## src/rtl/counter_monitor_pkg.sv

```systemverilog
// counter_monitor_pkg
//   Shared definitions for the counter monitor: default widths and the
//   checker state encoding. Imported by counter_monitor and sat_counter.
package counter_monitor_pkg;

  localparam int DEF_CNT_W  = 4;
  localparam int DEF_STAT_W = 8;

  typedef enum logic [1:0] {
    UNSYNC = 2'd0,  // no reference held, nothing checked
    TRACK  = 2'd1,  // reference held, no mismatch seen yet
    FAULT  = 2'd2   // reference held, at least one mismatch seen
  } state_t;

endpackage

```

## src/rtl/sat_counter.sv

```systemverilog
// sat_counter
//   Up-counter that sticks at all-ones instead of wrapping.
//   clk   : rising-edge clock
//   reset : synchronous active-high reset, clears the count
//   inc   : add one this cycle (ignored once saturated)
//   clr   : synchronous clear, wins over inc
//   count : current count
module sat_counter
  import counter_monitor_pkg::*;
#(
  parameter int W = DEF_STAT_W
) (
  input  logic         clk,
  input  logic         reset,
  input  logic         inc,
  input  logic         clr,
  output logic [W-1:0] count
);

  // NOTE: sequential state uses non-blocking assignments so every flop
  // samples pre-edge values regardless of process ordering.
  always_ff @(posedge clk) begin
    if (reset || clr) begin
      count <= '0;
    end else if (inc && (count != '1)) begin
      count <= count + W'(1);
    end
  end

endmodule

```

## src/rtl/counter_monitor.sv

```systemverilog
// counter_monitor
//   Watches an external up-counter and checks it against the reference
//   cnt(n+1) = (cnt(n) + en(n)) mod 2^CNT_W, keeping error and wrap stats.
//   clk      : rising-edge clock
//   reset    : synchronous active-high reset of the whole block
//   dut_rst  : observed counter is being held in reset
//   en       : enable seen by the observed counter this cycle
//   cnt      : observed counter value
//   clear    : one-cycle request to drop lock and zero all statistics
//   locked   : reference held and checking active (TRACK or FAULT)
//   err      : sticky, set on first mismatch
//   err_cnt  : mismatching cycles, saturating
//   wrap_cnt : correct max->0 wraps, modulo 2^STAT_W
//   exp_val  : expected value at the first mismatch
//   got_val  : observed value at the first mismatch
module counter_monitor
  import counter_monitor_pkg::*;
#(
  parameter int CNT_W  = DEF_CNT_W,
  parameter int STAT_W = DEF_STAT_W
) (
  input  logic              clk,
  input  logic              reset,
  input  logic              dut_rst,
  input  logic              en,
  input  logic [CNT_W-1:0]  cnt,
  input  logic              clear,
  output logic              locked,
  output logic              err,
  output logic [STAT_W-1:0] err_cnt,
  output logic [STAT_W-1:0] wrap_cnt,
  output logic [CNT_W-1:0]  exp_val,
  output logic [CNT_W-1:0]  got_val
);

  state_t             state;
  state_t             next_state;
  logic [CNT_W-1:0]   prev_cnt;
  logic               prev_en;
  logic [CNT_W-1:0]   exp_cnt;
  logic               checking;
  logic               mismatch;
  logic               wrap_hit;

  // Value the observed counter should show now, given last cycle's sample.
  assign exp_cnt  = prev_cnt + CNT_W'(prev_en);

  // A cycle is only judged while a reference is held; a counter reset or a
  // clear request in the same cycle suppresses both error and wrap counting.
  assign checking = (state != UNSYNC) && !dut_rst && !clear;
  assign mismatch = checking && (cnt != exp_cnt);
  assign wrap_hit = checking && (prev_cnt == '1) && prev_en && (cnt == '0);

  always_ff @(posedge clk) begin
    if (reset) begin
      state <= UNSYNC;
    end else begin
      state <= next_state;
    end
  end

  // NOTE: next_state is assigned a default before any branch so that no
  // path leaves it unassigned and a latch is never inferred.
  always_comb begin
    next_state = state;
    if (clear || dut_rst) begin
      next_state = UNSYNC;
    end else begin
      unique case (state)
        UNSYNC:  next_state = TRACK;  // this cycle's sample becomes the reference
        TRACK:   if (mismatch) next_state = FAULT;
        FAULT:   next_state = FAULT;
        default: next_state = UNSYNC;
      endcase
    end
  end

  always_ff @(posedge clk) begin
    if (reset) begin
      locked   <= 1'b0;
      prev_cnt <= '0;
      prev_en  <= 1'b0;
      err      <= 1'b0;
      wrap_cnt <= '0;
      exp_val  <= '0;
      got_val  <= '0;
    end else begin
      // locked is driven from next_state so it is a flop aligned with state.
      locked   <= (next_state != UNSYNC);
      prev_cnt <= cnt;
      prev_en  <= en;
      if (clear) begin
        err      <= 1'b0;
        wrap_cnt <= '0;
        exp_val  <= '0;
        got_val  <= '0;
      end else begin
        if (mismatch) begin
          err <= 1'b1;
          // Only the first mismatch since the last clear is recorded.
          if (!err) begin
            exp_val <= exp_cnt;
            got_val <= cnt;
          end
        end
        if (wrap_hit) begin
          wrap_cnt <= wrap_cnt + STAT_W'(1);
        end
      end
    end
  end

  sat_counter #(
    .W (STAT_W)
  ) u_err_cnt (
    .clk   (clk),
    .reset (reset),
    .inc   (mismatch),
    .clr   (clear),
    .count (err_cnt)
  );

endmodule

```

## config.mk

```make
export PLATFORM = sky130hd
export DESIGN_NAME = counter_monitor
export DESIGN_NICKNAME = d
export VERILOG_FILES = /design/src/rtl/counter_monitor_pkg.sv /design/src/rtl/sat_counter.sv /design/src/rtl/counter_monitor.sv
export SDC_FILE = /design/constraint.sdc
export NUM_CORES = 1
export LEC_CHECK = 0
export CORE_ASPECT_RATIO = 0.7
export CORE_MARGIN = 2
export CORE_UTILIZATION = 40
export DETAILED_ROUTE_END_ITERATION = 8
export GPL_ROUTABILITY_DRIVEN = 0
export PLACE_DENSITY = 0.67
export SYNTH_ARGS = -nofsm -noshare
export SYNTH_HDL_FRONTEND = slang
export SYNTH_SLANG_ARGS = --single-unit
```

## constraint.sdc

```tcl
create_clock -name clk -period 2.2 [get_ports clk]
set_input_delay 0.55 -clock clk [delete_from_list [all_inputs] [get_ports clk]]
set_output_delay 0.55 -clock clk [all_outputs]
set_load 0.02 [all_outputs]
```

==> summary.txt <==
CP endpoint kind: flop
clock tree buffer depth: 2
Tightest Hold Check Type: flop to flop
initial antenna violation count: 0
die width: 76.2 um
share of layout cells above drive strength 1: 0.158
Crit Path Class: primary input to flop
RR Startpoint: prev_cnt[0]$_SDFF_PP0_
Layout fillers: 329
final worst path period share: 0.928
Clock Skew: 0.0102 ns
Worst setup startpoint: cnt[2]
yosys warns: 0
row cnt: 18
io pins: 35
CTS clk-pin slew, worst paths: 0.06 ns
Yosys top cell area share: 0.453
Distinct cells, synth: 31
H-tree lvl count: 2
total CTS buffers: 5
met3 wire len: 127 um
global-route wire length before repair: 5.48 mm
Crit Path Max Fanout: 8
mapped cell area: 0.00146 sq mm
TritonRoute pass-1 iters: 4
DRC: 0
Slew Viols, Final: 0
crit start category: primary input
metal2 WL: 1.58 mm
WL per Instance: 12.7 um
Starting DRT DRC Count: 82
Max-Cap Viols: 0
Reg area: 661 sq um
met1 wire length: 1.64 mm
multi-input combinational cell area: 783 sq um
Place WS: -0.361 ns
die area: 0.00415 sq mm
status: complete, no violations
Initial Utilization: 0.415
Post-CTS Setup Inserts: 0
total number of vias: 1334
PD cells: 548 mW/mm^2
final hold violation count: 0
clk sink count: 33
Avg Cell Area, Syn: 9.12 sq um
Synth Register Bits: 33
Layout area overhead: 44.2%
r2r endpoint: u_err_cnt.count[5]$_SDFFE_PP0P_
Port-buffer cells: 34
Total Routing Usage GR: 0.173
total grt overflow: 0
fmax: 490 MHz
Required @ worst endpoint: 2.38 ns
DRT Wirelength: 3.37 mm
post-synthesis sequential area ratio: 0.453
vias in the first global route: 1259
syn_nets: 173
worst relative slew slack: 0.697
Clock Latency Late Sink: 0.28 ns
placed wire-length estimate: 2.53 mm
ANT cells: 0
Mapped Cells: 160
Die Height: 54.5 um
setup ws final: 0.158 ns
Root Buffer: clkbuf_8
Leak: 0.735 nW
core area: 0.00351 sq mm
Power, Total: 0.00115 W
worst reg2reg setup slack: 0.25 ns
post-synth top area cell: dfxtp_1
Final setup viols: 0
Synth area leaders: dfxtp_1 45%, xnor2_1 6.6%, nand3_1 5.5%, ha_1 3.4%, nor4_2 3.4%
CP endpoint: wrap_cnt[6]$_SDFFE_PP0P_
antenna viol nets, final: 0
via density per instance: 5.03
CTS tree: done
RSZ-0062 raised after global routing: no
min Tclk post-route: 2.04 ns
pin count of the biggest net entering global routing: 17
Max IR drop VDD: 0.386 mV
worst-margin pin slew: 0.454 ns
Reg2Reg Depth: 7
CP Data Arrival Time: 2.22 ns
fin nets: 228
Top Layer Used: met4
## worst max-delay path, stage by stage
cell	delay [ns]
dlygate4sd2_1	0.26
or3b_1	0.36
or4_1	0.42
buf_6	0.16
nor4_2	0.27
xnor2_1	0.15
nor2_1	0.05
## layout by cell type (no fill, tap or decap), drive strengths merged
cell type and count:
o41ai 1, or4 4, o21a 2, xor2 2, ha 4, a211oi 2, or2 1, nand3 16
clkbuf 7, or3b 1, o311ai 1, inv 3, nor2b 5, nor3 4, dfxtp 33, dlygate4sd2 2
o21ai 11, or3 3, nor2 10, nor4 5, and3 3, xnor3 1, a21oi 8, o31ai 5
o211ai 1, buf 21, nand2 11, clkdlybuf4s50 32, a41oi 1, xnor2 11, nand4 4
## metal layers
layer,up-vias,global-route usage
met1,611,0.211
met2,28,0.301
met3,4,0.0462
met5,-,0
met4,0,0.0788
li1,691,-
## repair_timing
item,in CTS,in global routing
pin swaps,1,0
hold buffers,0,0
gates resized for setup,6,1
endpoints found under the setup margin,9,3
## how the worst min path moves through the flow
| stage | from | to | slack [ns] | cells past startpoint |
|---|---|---|---|---|
| 3_5_place_dp | state[0]$_SDFF_PP0_ | locked$_SDFF_PP0_ | 0.45 | 1 |
| 4_1_cts | state[0]$_SDFF_PP0_ | locked$_SDFF_PP0_ | 0.46 | 1 |
| 5_1_grt | state[0]$_SDFF_PP0_ | locked$_SDFF_PP0_ | 0.48 | 1 |
| 2_1_floorplan | state[0]$_SDFF_PP0_ | locked$_SDFF_PP0_ | 0.43 | 1 |
| 6_report | state[0]$_SDFF_PP0_ | locked$_SDFF_PP0_ | 0.45 | 1 |
| 3_3_place_gp | state[0]$_SDFF_PP0_ | locked$_SDFF_PP0_ | 0.45 | 1 |
## area by class of cell
type,instances,share of cell area
multi-input combinational,117,0.372
sequential,33,0.314
inverter,3,0.00535
clock buffer,7,0.0410
timing repair buffer,55,0.237
tap,50,0.0297
## cell usage after synthesis
cell type,count
o31ai_1,5
o21ai_0,10
or4_1,4
nor3_1,4
or3b_1,1
a41oi_1,1
buf_4,1
o211ai_1,1
a211oi_1,2
o311ai_0,1
ha_1,4
or3_1,3
nor4_1,1
xnor2_1,11
nor2_1,10
nor2b_1,5
and3_1,3
dfxtp_1,33
o21a_1,2
or2_2,1
xor2_1,2
nand4_1,4
inv_1,3
nand2_1,11
o21ai_1,1
a21oi_1,8
nand3_1,16
nor4_2,4
clkbuf_1,6
o41ai_1,1
xnor3_1,1
## registers in the layout (all words and copies together) (netlist names)
name             count
locked               1
prev_cnt             4
u_err_cnt.count      8
prev_en              1
exp_val              4
got_val              4
wrap_cnt             8
state                2
err                  1
## power by group
| part | internal (W) | total (W) | switching [W] | leakage, nW |
|---|---|---|---|---|
| combinational | 0.0000512 | 0.0000933 | 0.0000421 | 0.423 |
| sequential | 0.000605 | 0.000611 | 0.00000568 | 0.267 |
| clock | 0.000248 | 0.000449 | 0.000201 | 0.0443 |
| total | 0.000904 | 0.00115 | 0.000249 | 0.735 |
## kinds of logic (layout without fill, tap and decap cells)
| family | Yosys count | in the layout | synth area share |
|---|---|---|---|
| AND/OR/NAND/NOR | 67 | 67 | 0.256 |
| XOR/XNOR | 14 | 14 | 0.0935 |
| buffers and inverters | 10 | 65 | 0.0283 |
| flip-flops | 33 | 33 | 0.453 |
| AO/OA/AOI/OAI | 32 | 32 | 0.135 |
| adder cells (fa/ha/maj) | 4 | 4 | 0.0343 |
## metrics by stage
step           std cells  area [sq um]  hold WS [ns]  utilization  setup TNS (ns)
2_1_floorplan        160          1460         0.431            -               0
3_3_place_gp         258          1990         0.453        0.566           -4.61
3_5_place_dp         258          1990         0.446        0.566           -5.62
4_1_cts              265          2100         0.457        0.598               0
5_1_grt              265          2100         0.479        0.599               0
6_report             265          2100         0.454        0.599               0
Note: power is estimated with default switching activity, not from simulation.
